**src/rtl/dd_pkg.sv**
```systemverilog
// Shared constants for the dark-frame decider: BT.601-style luma weights,
// RGB field positions and the inversion mode encodings.
package dd_pkg;

    localparam int unsigned COEF_R     = 77;
    localparam int unsigned COEF_G     = 150;
    localparam int unsigned COEF_B     = 29;
    localparam int unsigned LUMA_SHIFT = 8;

    localparam int R_MSB = 23;
    localparam int R_LSB = 16;
    localparam int G_MSB = 15;
    localparam int G_LSB = 8;
    localparam int B_MSB = 7;
    localparam int B_LSB = 0;

    typedef enum logic [1:0] {
        MODE_AUTO   = 2'b00,
        MODE_NEVER  = 2'b01,
        MODE_ALWAYS = 2'b10,
        MODE_AUTO_X = 2'b11
    } mode_e;

    // Manual override wins; both auto encodings follow the measured decision.
    function automatic logic eff_invert(input logic [1:0] mode, input logic inv);
        case (mode)
            MODE_NEVER:  return 1'b0;
            MODE_ALWAYS: return 1'b1;
            default:     return inv;
        endcase
    endfunction

endpackage

```
**src/rtl/dark_decider_if.sv**
```systemverilog
// Video sync/pixel bundle between the frame delayer, the decider and the TX path.
interface dark_decider_if;
    logic        vs_i;
    logic        hs_i;
    logic        de_i;
    logic [23:0] live_i;
    logic [23:0] dly_i;
    logic [1:0]  mode_i;
    logic        vs_o;
    logic        hs_o;
    logic        de_o;
    logic [23:0] data_o;
    logic        dark_o;

    modport slave (
        input  vs_i, hs_i, de_i, live_i, dly_i, mode_i,
        output vs_o, hs_o, de_o, data_o, dark_o
    );

    modport master (
        output vs_i, hs_i, de_i, live_i, dly_i, mode_i,
        input  vs_o, hs_o, de_o, data_o, dark_o
    );
endinterface

```
**src/rtl/luma_calc.sv**
```systemverilog
// Two-stage pipelined RGB-to-Y (8-bit). flush_i drops anything in flight.
module luma_calc
    import dd_pkg::*;
(
    input  logic        clk_i,
    input  logic        rst_ni,
    input  logic        flush_i,
    input  logic        valid_i,
    input  logic [23:0] rgb_i,
    output logic        valid_o,
    output logic [7:0]  y_o
);
    localparam int STAGES = 2;

    logic [STAGES:0] vld_pipe;
    logic [STAGES:1] vld_q;
    logic [15:0]     p_r, p_g, p_b;
    logic [17:0]     y_sum;

    assign vld_pipe = {vld_q, valid_i};
    // Weights sum to 256, so white lands exactly on 255 after the shift.
    assign y_sum    = 18'(p_r) + 18'(p_g) + 18'(p_b);

    always_ff @(posedge clk_i or negedge rst_ni) begin
        if (!rst_ni) begin
            vld_q <= '0;
            p_r   <= '0;
            p_g   <= '0;
            p_b   <= '0;
            y_o   <= '0;
        end else begin
            vld_q <= flush_i ? '0 : vld_pipe[STAGES-1:0];
            p_r   <= 16'(COEF_R) * 16'(rgb_i[R_MSB:R_LSB]);
            p_g   <= 16'(COEF_G) * 16'(rgb_i[G_MSB:G_LSB]);
            p_b   <= 16'(COEF_B) * 16'(rgb_i[B_MSB:B_LSB]);
            y_o   <= 8'(y_sum >> LUMA_SHIFT);
        end
    end

    assign valid_o = vld_pipe[STAGES];
endmodule

```
**src/rtl/dark_decider.sv**
```systemverilog
// Measures mean luma of the live frame and, at the next vsync, decides whether
// to invert the delayed copy of that frame on its way to the HDMI transmitter.
module dark_decider
    import dd_pkg::*;
#(
    parameter int unsigned H_WIDTH  = 1920,
    parameter int unsigned V_HEIGHT = 1080,
    parameter logic [7:0]  THRES_HI = 8'd160,
    parameter logic [7:0]  THRES_LO = 8'd96,
    parameter int unsigned ACC_W    = 32
) (
    input logic           clk_i,
    input logic           rst_ni,
    dark_decider_if.slave bus
);
    localparam int unsigned PIX_MAX = H_WIDTH * V_HEIGHT;
    localparam int unsigned CNT_W   = $clog2(PIX_MAX + 1);
    localparam int unsigned XW      = ACC_W + 8;

    logic             vs_r, vs_rise;
    logic             y_vld;
    logic [7:0]       y;
    logic [ACC_W-1:0] sum;
    logic [CNT_W-1:0] cnt;
    logic             inv, inv_eff;
    logic [XW-1:0]    sum_x, hi_x, lo_x;

    assign vs_rise = ~vs_r & bus.vs_i;

    luma_calc u_luma (
        .clk_i   (clk_i),
        .rst_ni  (rst_ni),
        .flush_i (vs_rise),
        .valid_i (bus.de_i),
        .rgb_i   (bus.live_i),
        .valid_o (y_vld),
        .y_o     (y)
    );

    // Mean-vs-threshold without division: compare sum against thres*cnt.
    assign sum_x = XW'(sum);
    assign hi_x  = XW'(THRES_HI) * XW'(cnt);
    assign lo_x  = XW'(THRES_LO) * XW'(cnt);

    always_ff @(posedge clk_i or negedge rst_ni) begin
        if (!rst_ni) begin
            vs_r <= 1'b0;
            sum  <= '0;
            cnt  <= '0;
            inv  <= 1'b0;
        end else begin
            vs_r <= bus.vs_i;
            if (vs_rise) begin
                sum <= '0;
                cnt <= '0;
                if (cnt != '0) begin
                    if (sum_x > hi_x)      inv <= 1'b1;
                    else if (sum_x < lo_x) inv <= 1'b0;
                end
            end else if (y_vld && cnt != CNT_W'(PIX_MAX)) begin
                sum <= sum + ACC_W'(y);
                cnt <= cnt + 1'b1;
            end
        end
    end

    assign inv_eff = eff_invert(bus.mode_i, inv);

    always_ff @(posedge clk_i or negedge rst_ni) begin
        if (!rst_ni) begin
            bus.vs_o   <= 1'b0;
            bus.hs_o   <= 1'b0;
            bus.de_o   <= 1'b0;
            bus.data_o <= '0;
        end else begin
            bus.vs_o   <= bus.vs_i;
            bus.hs_o   <= bus.hs_i;
            bus.de_o   <= bus.de_i;
            bus.data_o <= bus.de_i ? (inv_eff ? ~bus.dly_i : bus.dly_i) : 24'h0;
        end
    end

    assign bus.dark_o = inv;
endmodule

```
**src/flat_wrapper.sv**
```systemverilog
// flat-port wrapper written by rule: the top's interface ports become plain ports
module dark_decider_flat import dd_pkg::*;
#(
    parameter int unsigned H_WIDTH  = 1920,
    parameter int unsigned V_HEIGHT = 1080,
    parameter logic [7:0]  THRES_HI = 8'd160,
    parameter logic [7:0]  THRES_LO = 8'd96,
    parameter int unsigned ACC_W    = 32
)
  (clk_i, rst_ni, bus_vs_i, bus_hs_i, bus_de_i, bus_live_i, bus_dly_i, bus_mode_i, bus_vs_o, bus_hs_o, bus_de_o, bus_data_o, bus_dark_o);
  dark_decider_if bus_i ();
  input logic clk_i;
  input logic rst_ni;
  input wire logic [$bits(bus_i.vs_i)-1:0] bus_vs_i;
  input wire logic [$bits(bus_i.hs_i)-1:0] bus_hs_i;
  input wire logic [$bits(bus_i.de_i)-1:0] bus_de_i;
  input wire logic [$bits(bus_i.live_i)-1:0] bus_live_i;
  input wire logic [$bits(bus_i.dly_i)-1:0] bus_dly_i;
  input wire logic [$bits(bus_i.mode_i)-1:0] bus_mode_i;
  output wire logic [$bits(bus_i.vs_o)-1:0] bus_vs_o;
  output wire logic [$bits(bus_i.hs_o)-1:0] bus_hs_o;
  output wire logic [$bits(bus_i.de_o)-1:0] bus_de_o;
  output wire logic [$bits(bus_i.data_o)-1:0] bus_data_o;
  output wire logic [$bits(bus_i.dark_o)-1:0] bus_dark_o;
  assign bus_i.vs_i = bus_vs_i;
  assign bus_i.hs_i = bus_hs_i;
  assign bus_i.de_i = bus_de_i;
  assign bus_i.live_i = bus_live_i;
  assign bus_i.dly_i = bus_dly_i;
  assign bus_i.mode_i = bus_mode_i;
  assign bus_vs_o = bus_i.vs_o;
  assign bus_hs_o = bus_i.hs_o;
  assign bus_de_o = bus_i.de_o;
  assign bus_data_o = bus_i.data_o;
  assign bus_dark_o = bus_i.dark_o;
  dark_decider #(.H_WIDTH(H_WIDTH), .V_HEIGHT(V_HEIGHT), .THRES_HI(THRES_HI), .THRES_LO(THRES_LO), .ACC_W(ACC_W)) u_core (.clk_i(clk_i), .rst_ni(rst_ni), .bus(bus_i));
endmodule
```
**config.mk**
```make
export PLATFORM = sky130hd
export DESIGN_NAME = dark_decider_flat
export DESIGN_NICKNAME = d
export VERILOG_FILES = /design/src/rtl/dd_pkg.sv /design/src/rtl/dark_decider_if.sv /design/src/rtl/luma_calc.sv /design/src/rtl/dark_decider.sv /design/src/flat_wrapper.sv
export SDC_FILE = /design/constraint.sdc
export NUM_CORES = 1
export LEC_CHECK = 0
export CAP_MARGIN = 20
export CELL_PAD_IN_SITES_DETAIL_PLACEMENT = 2
export CELL_PAD_IN_SITES_GLOBAL_PLACEMENT = 2
export CORE_AREA = 10 10 221 181
export DETAILED_ROUTE_END_ITERATION = 8
export DIE_AREA = 0 0 231 191
export HOLD_SLACK_MARGIN = 0.1
export MAX_ROUTING_LAYER = met4
export PLACE_DENSITY = 0.82
export RECOVER_POWER = 50
export SLEW_MARGIN = 20
export SYNTH_ARGS = -nofsm -noshare
export SYNTH_HDL_FRONTEND = slang
export SYNTH_HIERARCHICAL = 1
export SYNTH_SLANG_ARGS = --single-unit
```
**constraint.sdc**
```tcl
create_clock -name clk_i -period 8.1 [get_ports clk_i]
set_input_delay 2.43 -clock clk_i [delete_from_list [all_inputs] [get_ports clk_i]]
set_output_delay 2.43 -clock clk_i [all_outputs]
set_load 0.01 [all_outputs]
```
; ---- Word level (Yosys, flattened, before mapping)
; Index checks and enable logic that the tools add are counted.
[word_totals]
regBits = 134
input_bits = 55
output_inout_bits = 28
word_cells = 44
[op_classes]
add_sub_neg = 4
multipliers = 5
n_lt_le_gt_ge = 2
eq_ne = 3
mux = 10
bitwise = 3
reduce_logical = 5
[op_table]
columns = operator, count
row1 = 32-bit 2-to-1 mux, 2
row2 = 24-bit 2-to-1 mux, 2
row3 = 21-bit 2-to-1 mux, 2
row4 = 32-bit by 8-bit adder with 32-bit output, 1
row5 = 32-bit by 29-bit greater-than comparator with 1-bit output, 1
row6 = 32-bit by 28-bit less-than comparator with 1-bit output, 1
row7 = 7-bit by 8-bit multiplier with 15-bit output (first input constant), 2
row8 = 3-bit by 21-bit multiplier with 24-bit output (first input constant), 1
row9 = 24-bit inverter, 1
row10 = 2-bit by 21-bit multiplier with 23-bit output (first input constant), 1
row11 = 21-bit by 1-bit adder with 21-bit output (second input constant), 1
row12 = 21-bit inequality test (second input constant), 1
row13 = 21-bit nonzero test, 1
row14 = 15-bit by 16-bit adder with 16-bit output, 1
row15 = 16-bit by 13-bit adder with 16-bit output, 1
row16 = 5-bit by 8-bit multiplier with 13-bit output (first input constant), 1
row17 = 2-bit nonzero test, 2
row18 = 3-bit AND reduction, 1
row19 = 2-bit by 1-bit == test with 1-bit output (second input constant), 1
row20 = 2-bit == test (second input constant), 1
row21 = 1-bit 2-to-1 mux, 2
row22 = 2-bit 2-to-1 mux, 1
row23 = 1-bit case mux with 2 select lines, 1
row24 = 1-bit AND, 1
row25 = 2 further kinds, 2

; ---- Logic depth before layout (Yosys ltp)
[logic_depth]
word_depth = 4
ltp_mapped = 19
depth_no_buf = 19

; ---- Cells and area by module
; Netlist, hierarchy kept.
[modules_own_cells]
columns = module, instances, cells_per_inst, area_each_um2, seq_area_each_um2
row1 = dark_decider, 1, 826, 7344.5, 2026.9
row2 = luma_calc, 1, 463, 4936.0, 1326.3

; ---- Least setup slack after synthesis
; No wires, ideal clock.
[synth_timing]
path_type = input-to-reg
start = input bus_live_i[1]
end = register u_core.u_luma.p_b[12]
setup_ns = 0.120
t_arrival_ns = 5.379
required_time_ns = 7.980
path_slack_ns = 2.601
stages = 11
path_buffers = 0
path_cell_list = inv_1 > fa_1 > inv_1 > ha_1 > fa_1 > ha_1 > nor2b_1 > o31a_1 > or4_4 > a2111o_1 > o211a_1
[synth_between]
elab_chain_len = 1
[synth_rtl]
columns = item, line
row1 = start: declaration, flat_wrapper.sv:17  ; input wire logic [$bits(bus_i.live_i)-1:0] bus_live_i;
row2 = 5-bit by 8-bit multiplier with 13-bit output, luma_calc.sv:35  ; p_b <= 16'(COEF_B) * 16'(rgb_i[B_MSB:B_LSB]);
row3 = end signal: assignment, luma_calc.sv:35
row4 = end: declaration, luma_calc.sv:17  ; logic [15:0] p_r, p_g, p_b;
; Every way passes these cells.
; A chain may end at the register's enable or synchronous reset.

; ---- Worst setup path after layout
[layout_timing]
start = input bus_vs_i
end = register u_core.inv, in the netlist u_core/bus.dark_o
[layout_between]
elab_chain_len = 2
[layout_rtl]
columns = item, line
row1 = start: declaration, flat_wrapper.sv:14  ; input wire logic [$bits(bus_i.vs_i)-1:0] bus_vs_i;
row2 = 1-bit AND, dark_decider.sv:28  ; assign vs_rise = ~vs_r & bus.vs_i;
row3 = 3-bit AND reduction (no source line), -
row4 = end signal: assignment, dark_decider.sv:50  ; inv <= 1'b0;
row5 = end signal: assignment, dark_decider.sv:57  ; if (sum_x > hi_x) inv <= 1'b1;
row6 = end signal: assignment, dark_decider.sv:58  ; else if (sum_x < lo_x) inv <= 1'b0;
row7 = end: declaration, dark_decider.sv:25  ; logic inv, inv_eff;
; Every way passes these cells.

==> results summary <==
The die covers 44120 µm². The number of antenna violations at the first check in global routing is 1. The distinct cell type count of the synthesized netlist came out at 68. The die width is 231 µm. The min-delay analysis places its worst path in the category reg -> reg. The leakage dissipation is 6.868 nW. The number of hold buffers added after CTS was 0. The number of endpoints failing setup at the final stage is 0. Clock tree synthesis selected as its root buffer the cell sky130_fd_sc_hd__clkbuf_16. Registers are responsible for 24.9% of the overall power.

The initial cell density of the core came out at 34.56%. The top fanout value on the critical path is 56. The weighted congestion at the end of routability-driven global placement is 0.8147. The buffer count from post-CTS setup fixing came out at 0. The synthesized area divided by synthesized cell count is 9.527 µm². The overall via count from detail_route is 10.13k.

STA classifies the critical path startpoint as an input port. Setup repair after global routing left no endpoint under its margin. The final worst slack came out at 1688 ps. The worst slew slack as a fraction of its limit came out at -86.45%. The first detailed-routing pass ran for 5 iterations. The setup slack after placement is 1789 ps.

Clock-pin slew was measured on the worst setup and hold paths at 70 ps. The net switching power of the design is 0.001676 W. The post-synth net total came out at 1625.

The final layout contains routed wiring with a total length of 42250 µm. The count of instances resized after the clock tree is built came out at 0. The final antenna-violating net count came out at 0. The flow ran to the end, but the final reports show violations.

In the synthesized netlist, the cells that appear most often are sky130_fd_sc_hd__ha_1, sky130_fd_sc_hd__dfrtp_1, sky130_fd_sc_hd__inv_1. The final period utilization is 79.16%. The placed wire-length estimate after detailed placement is 30870 µm. The first routing iteration left 435 violations. Across every metal layer, demand over resource in global routing totals 20.15%. In this run the core area contains 62 standard-cell rows. The final net count came out at 1714. After synthesis, the cell types taking the most area are sky130_fd_sc_hd__dfrtp_1, sky130_fd_sc_hd__ha_1, sky130_fd_sc_hd__xnor2_1, sky130_fd_sc_hd__fa_1, sky130_fd_sc_hd__inv_1. The checks that failed: max-capacitance violations, max-slew violations.

The deepest level of the CTS H-tree came out at 4. The number of global-route vias before repair came out at 11.72k. The number of buffers created by CTS came out at 17. The register bit count reported by yosys is 134. The vertical extent of the die came out at 191 µm. The count of flip-flops with a built-in enable after synthesis is 0.

The DRC violation count after routing came out at 0. The clock drives 134 sinks. The max-capacitance violation count came out at 1. The slew at the pin closest to its max-slew limit came out at 2797 ps. The pin count of the biggest net entering global routing came out at 81.

The first-pass GRT wire length came out at 67720 µm. The synthesized instance count came out at 1289. The maximum clock path buffer count came out at 2. The top cell type by area accounts for 27.31% of the synthesized area.

The peak clock frequency supported by timing came out at 156.0 MHz. The count of pins over their slew limit is 57. The insertion delay to the later sink of the worst-skew pair is 450 ps.

Net switching is 43.34% of the power. The post-synthesis sequential area ratio came out at 27.31%. Between clock sinks in the finished design, the worst skew comes to 13.10 ps.

The areal power density over the cells is 270.1 nW/µm². Summed over all instances, the cell type with the most area after synthesis is sky130_fd_sc_hd__dfrtp_1. The maximum VDD drop came out at 0.2012 mV.

The ratio of cells with drive above 1 in the final layout is 3.885%. The core region is 35530 µm². The critical path class is in -> reg. After synthesis, the share of flip-flops with an asynchronous set or reset is 100.0%. The total negative slack for setup checks is 0 ps. Per report_power, the clock group accounts for 21.8% of the total. The total congestion overflow after global routing came out at 0. The number of port buffers is 82. For the finished layout, the period the worst path requires is 6412 ps.

The arrival time at the worst endpoint came out at 6730 ps. The number of hold-slack violations in the final timing report is 0. Among all flip-flop cells after synthesis, the most frequent one is sky130_fd_sc_hd__dfrtp_1. The TritonCTS clock tree is yes. The share of power burned in combinational logic is 53.3%. The average via count per standard cell came out at 5.412.

The worst setup path is captured at a register. The count of pins on the block boundary is 83. Yosys printed 6 warnings. The post-detailed-route wirelength per cell came out at 22.57 µm. The internal power of the cells came out at 0.002191 W. The data required time of the critical path is 8420 ps. In the post-synthesis netlist, the cell with the most instances is sky130_fd_sc_hd__ha_1. The growth of design area from synthesis to finish came out at 16.56%.

The synthesized area is 12280 µm².
[through the flow]
step / std cells / util [%] / hold WS [ps] / cell area (µm²) / total power, W
after CTS: 1869 / 40.23 / 492.8 / 14290 / 0.003864
after global placement: 1838 / 38.51 / 455.1 / 13680 / 0.002714
after floorplan: 1289 / - / 438.5 / 12280 / 0.002259
after global routing: 1871 / 40.28 / 545.1 / 14310 / 0.004131
after detailed placement: 1838 / 38.51 / 520.4 / 13680 / 0.002876
final: 1872 / 40.29 / 488.7 / 14310 / 0.003866
[kinds of logic (layout without fill, tap and decap cells)]
kind of cell / count (synthesis) / count (layout) / share of synthesized area (%)
AOI/OAI and AO/OA: 249 / 249 / 13.14
xor gates and xnor gates: 130 / 130 / 9.272
adders and majority gates: 281 / 281 / 31.14
buffers and inverters: 140 / 241 / 4.310
DFF: 134 / 134 / 27.31
muxes: 2 / 2 / 0.1630
other: 0 / 2 / 0
and+or+nand+nor: 353 / 353 / 14.67
[critical path, stage by stage]
cell and delay, ps:
sky130_fd_sc_hd__dlygate4sd3_1 550, sky130_fd_sc_hd__nor2b_1 160, sky130_fd_sc_hd__clkbuf_1 2000, sky130_fd_sc_hd__o31ai_1 630, sky130_fd_sc_hd__nand4b_1 400, sky130_fd_sc_hd__nand2_1 110
sky130_fd_sc_hd__or4b_1 430
[sequential cells by signal (all words and copies together), names as in the netlist]
| name | count |
|---|---|
| u_core/bus.hs_o | 1 |
| u_core/u_luma/p_r | 15 |
| u_core/bus.vs_o | 1 |
| u_core/u_luma/p_b | 13 |
| u_core/cnt | 21 |
| u_core/bus.de_o | 1 |
| u_core/u_luma/y_o | 8 |
| u_core/u_luma/vld_q | 2 |
| u_core/bus.data_o | 24 |
| u_core/u_luma/p_g | 15 |
| u_core/sum | 32 |
| u_core/bus.dark_o | 1 |
[worst paths after layout]
path / from / endpoint / slack (ps) / cells past startpoint
max: bus_vs_i / u_core/bus.dark_o / 1690 / 7
min: u_core/u_luma/vld_q[1] / u_core/u_luma/vld_q[2] / 490 / 1
max reg2reg: u_core/cnt[1] / u_core/bus.dark_o / 2930 / 19
min reg2reg: u_core/u_luma/vld_q[1] / u_core/u_luma/vld_q[2] / 490 / 1
max in group asynchronous: rst_ni / u_core/u_luma/p_g[1] / 4700 / 2
min in group asynchronous: rst_ni / u_core/sum[27] / 2060 / 1
[power by group through the flow]
| stage | Combinational (W) | Clock (W) | Sequential [W] |
|---|---|---|---|
| 2_1_floorplan | 0.00133 | 0 | 0.000927 |
| 3_3_place_gp | 0.00176 | 0 | 0.000951 |
| 3_5_place_dp | 0.00191 | 0 | 0.000962 |
| 4_1_cts | 0.00204 | 0.000864 | 0.000963 |
| 5_1_grt | 0.00227 | 0.000889 | 0.000977 |
| 6_report | 0.00206 | 0.000843 | 0.000964 |
[final cells by class]
type                            instances  area [µm²]
Multi-Input combinational cell       1015        8411
Inverter                              124       465.4
Fill cell                            3926       21220
Clock inverter                         13       171.4
Sequential cell                       134        3353
Antenna cell                            2       5.005
Clock buffer                           18       439.2
Timing Repair Buffer                   86       868.3
Tap cell                              480       600.6
[metal layers]
layer | up-vias | part of all wire [%] | GRT usage [%]
met5 | - | 0 | -
met4 | 0 | 2.2 | 6.492
met3 | 59 | 3.6 | 3.512
met2 | 186 | 49 | 33.49
met1 | 5194 | 46 | 24.50
li1 | 4692 | - | -
[cell usage in the layout, fill, tap and decap left out, types with 9 or more instances in the layout]
cell type / instances
sky130_fd_sc_hd__ha_1: 240
sky130_fd_sc_hd__dfrtp_1: 134
sky130_fd_sc_hd__inv_1: 124
sky130_fd_sc_hd__xnor2_1: 103
sky130_fd_sc_hd__nor2_1: 94
sky130_fd_sc_hd__a21oi_1: 85
sky130_fd_sc_hd__nand2_1: 74
sky130_fd_sc_hd__clkdlybuf4s50_1: 72
sky130_fd_sc_hd__fa_1: 41
sky130_fd_sc_hd__o21ai_0: 38
sky130_fd_sc_hd__nand3_1: 35
sky130_fd_sc_hd__a21o_1: 35
sky130_fd_sc_hd__nor3_1: 33
sky130_fd_sc_hd__xor2_1: 27
sky130_fd_sc_hd__and2_1: 25
sky130_fd_sc_hd__a211oi_1: 20
sky130_fd_sc_hd__clkbuf_16: 17
sky130_fd_sc_hd__and3_1: 16
sky130_fd_sc_hd__nor2b_1: 15
sky130_fd_sc_hd__nand4_1: 13
sky130_fd_sc_hd__nand2b_1: 11
sky130_fd_sc_hd__dlygate4sd3_1: 9
sky130_fd_sc_hd__o21ai_1: 9
sky130_fd_sc_hd__or3_1: 9
No activity file was read; power rests on OpenSTA's default activity.
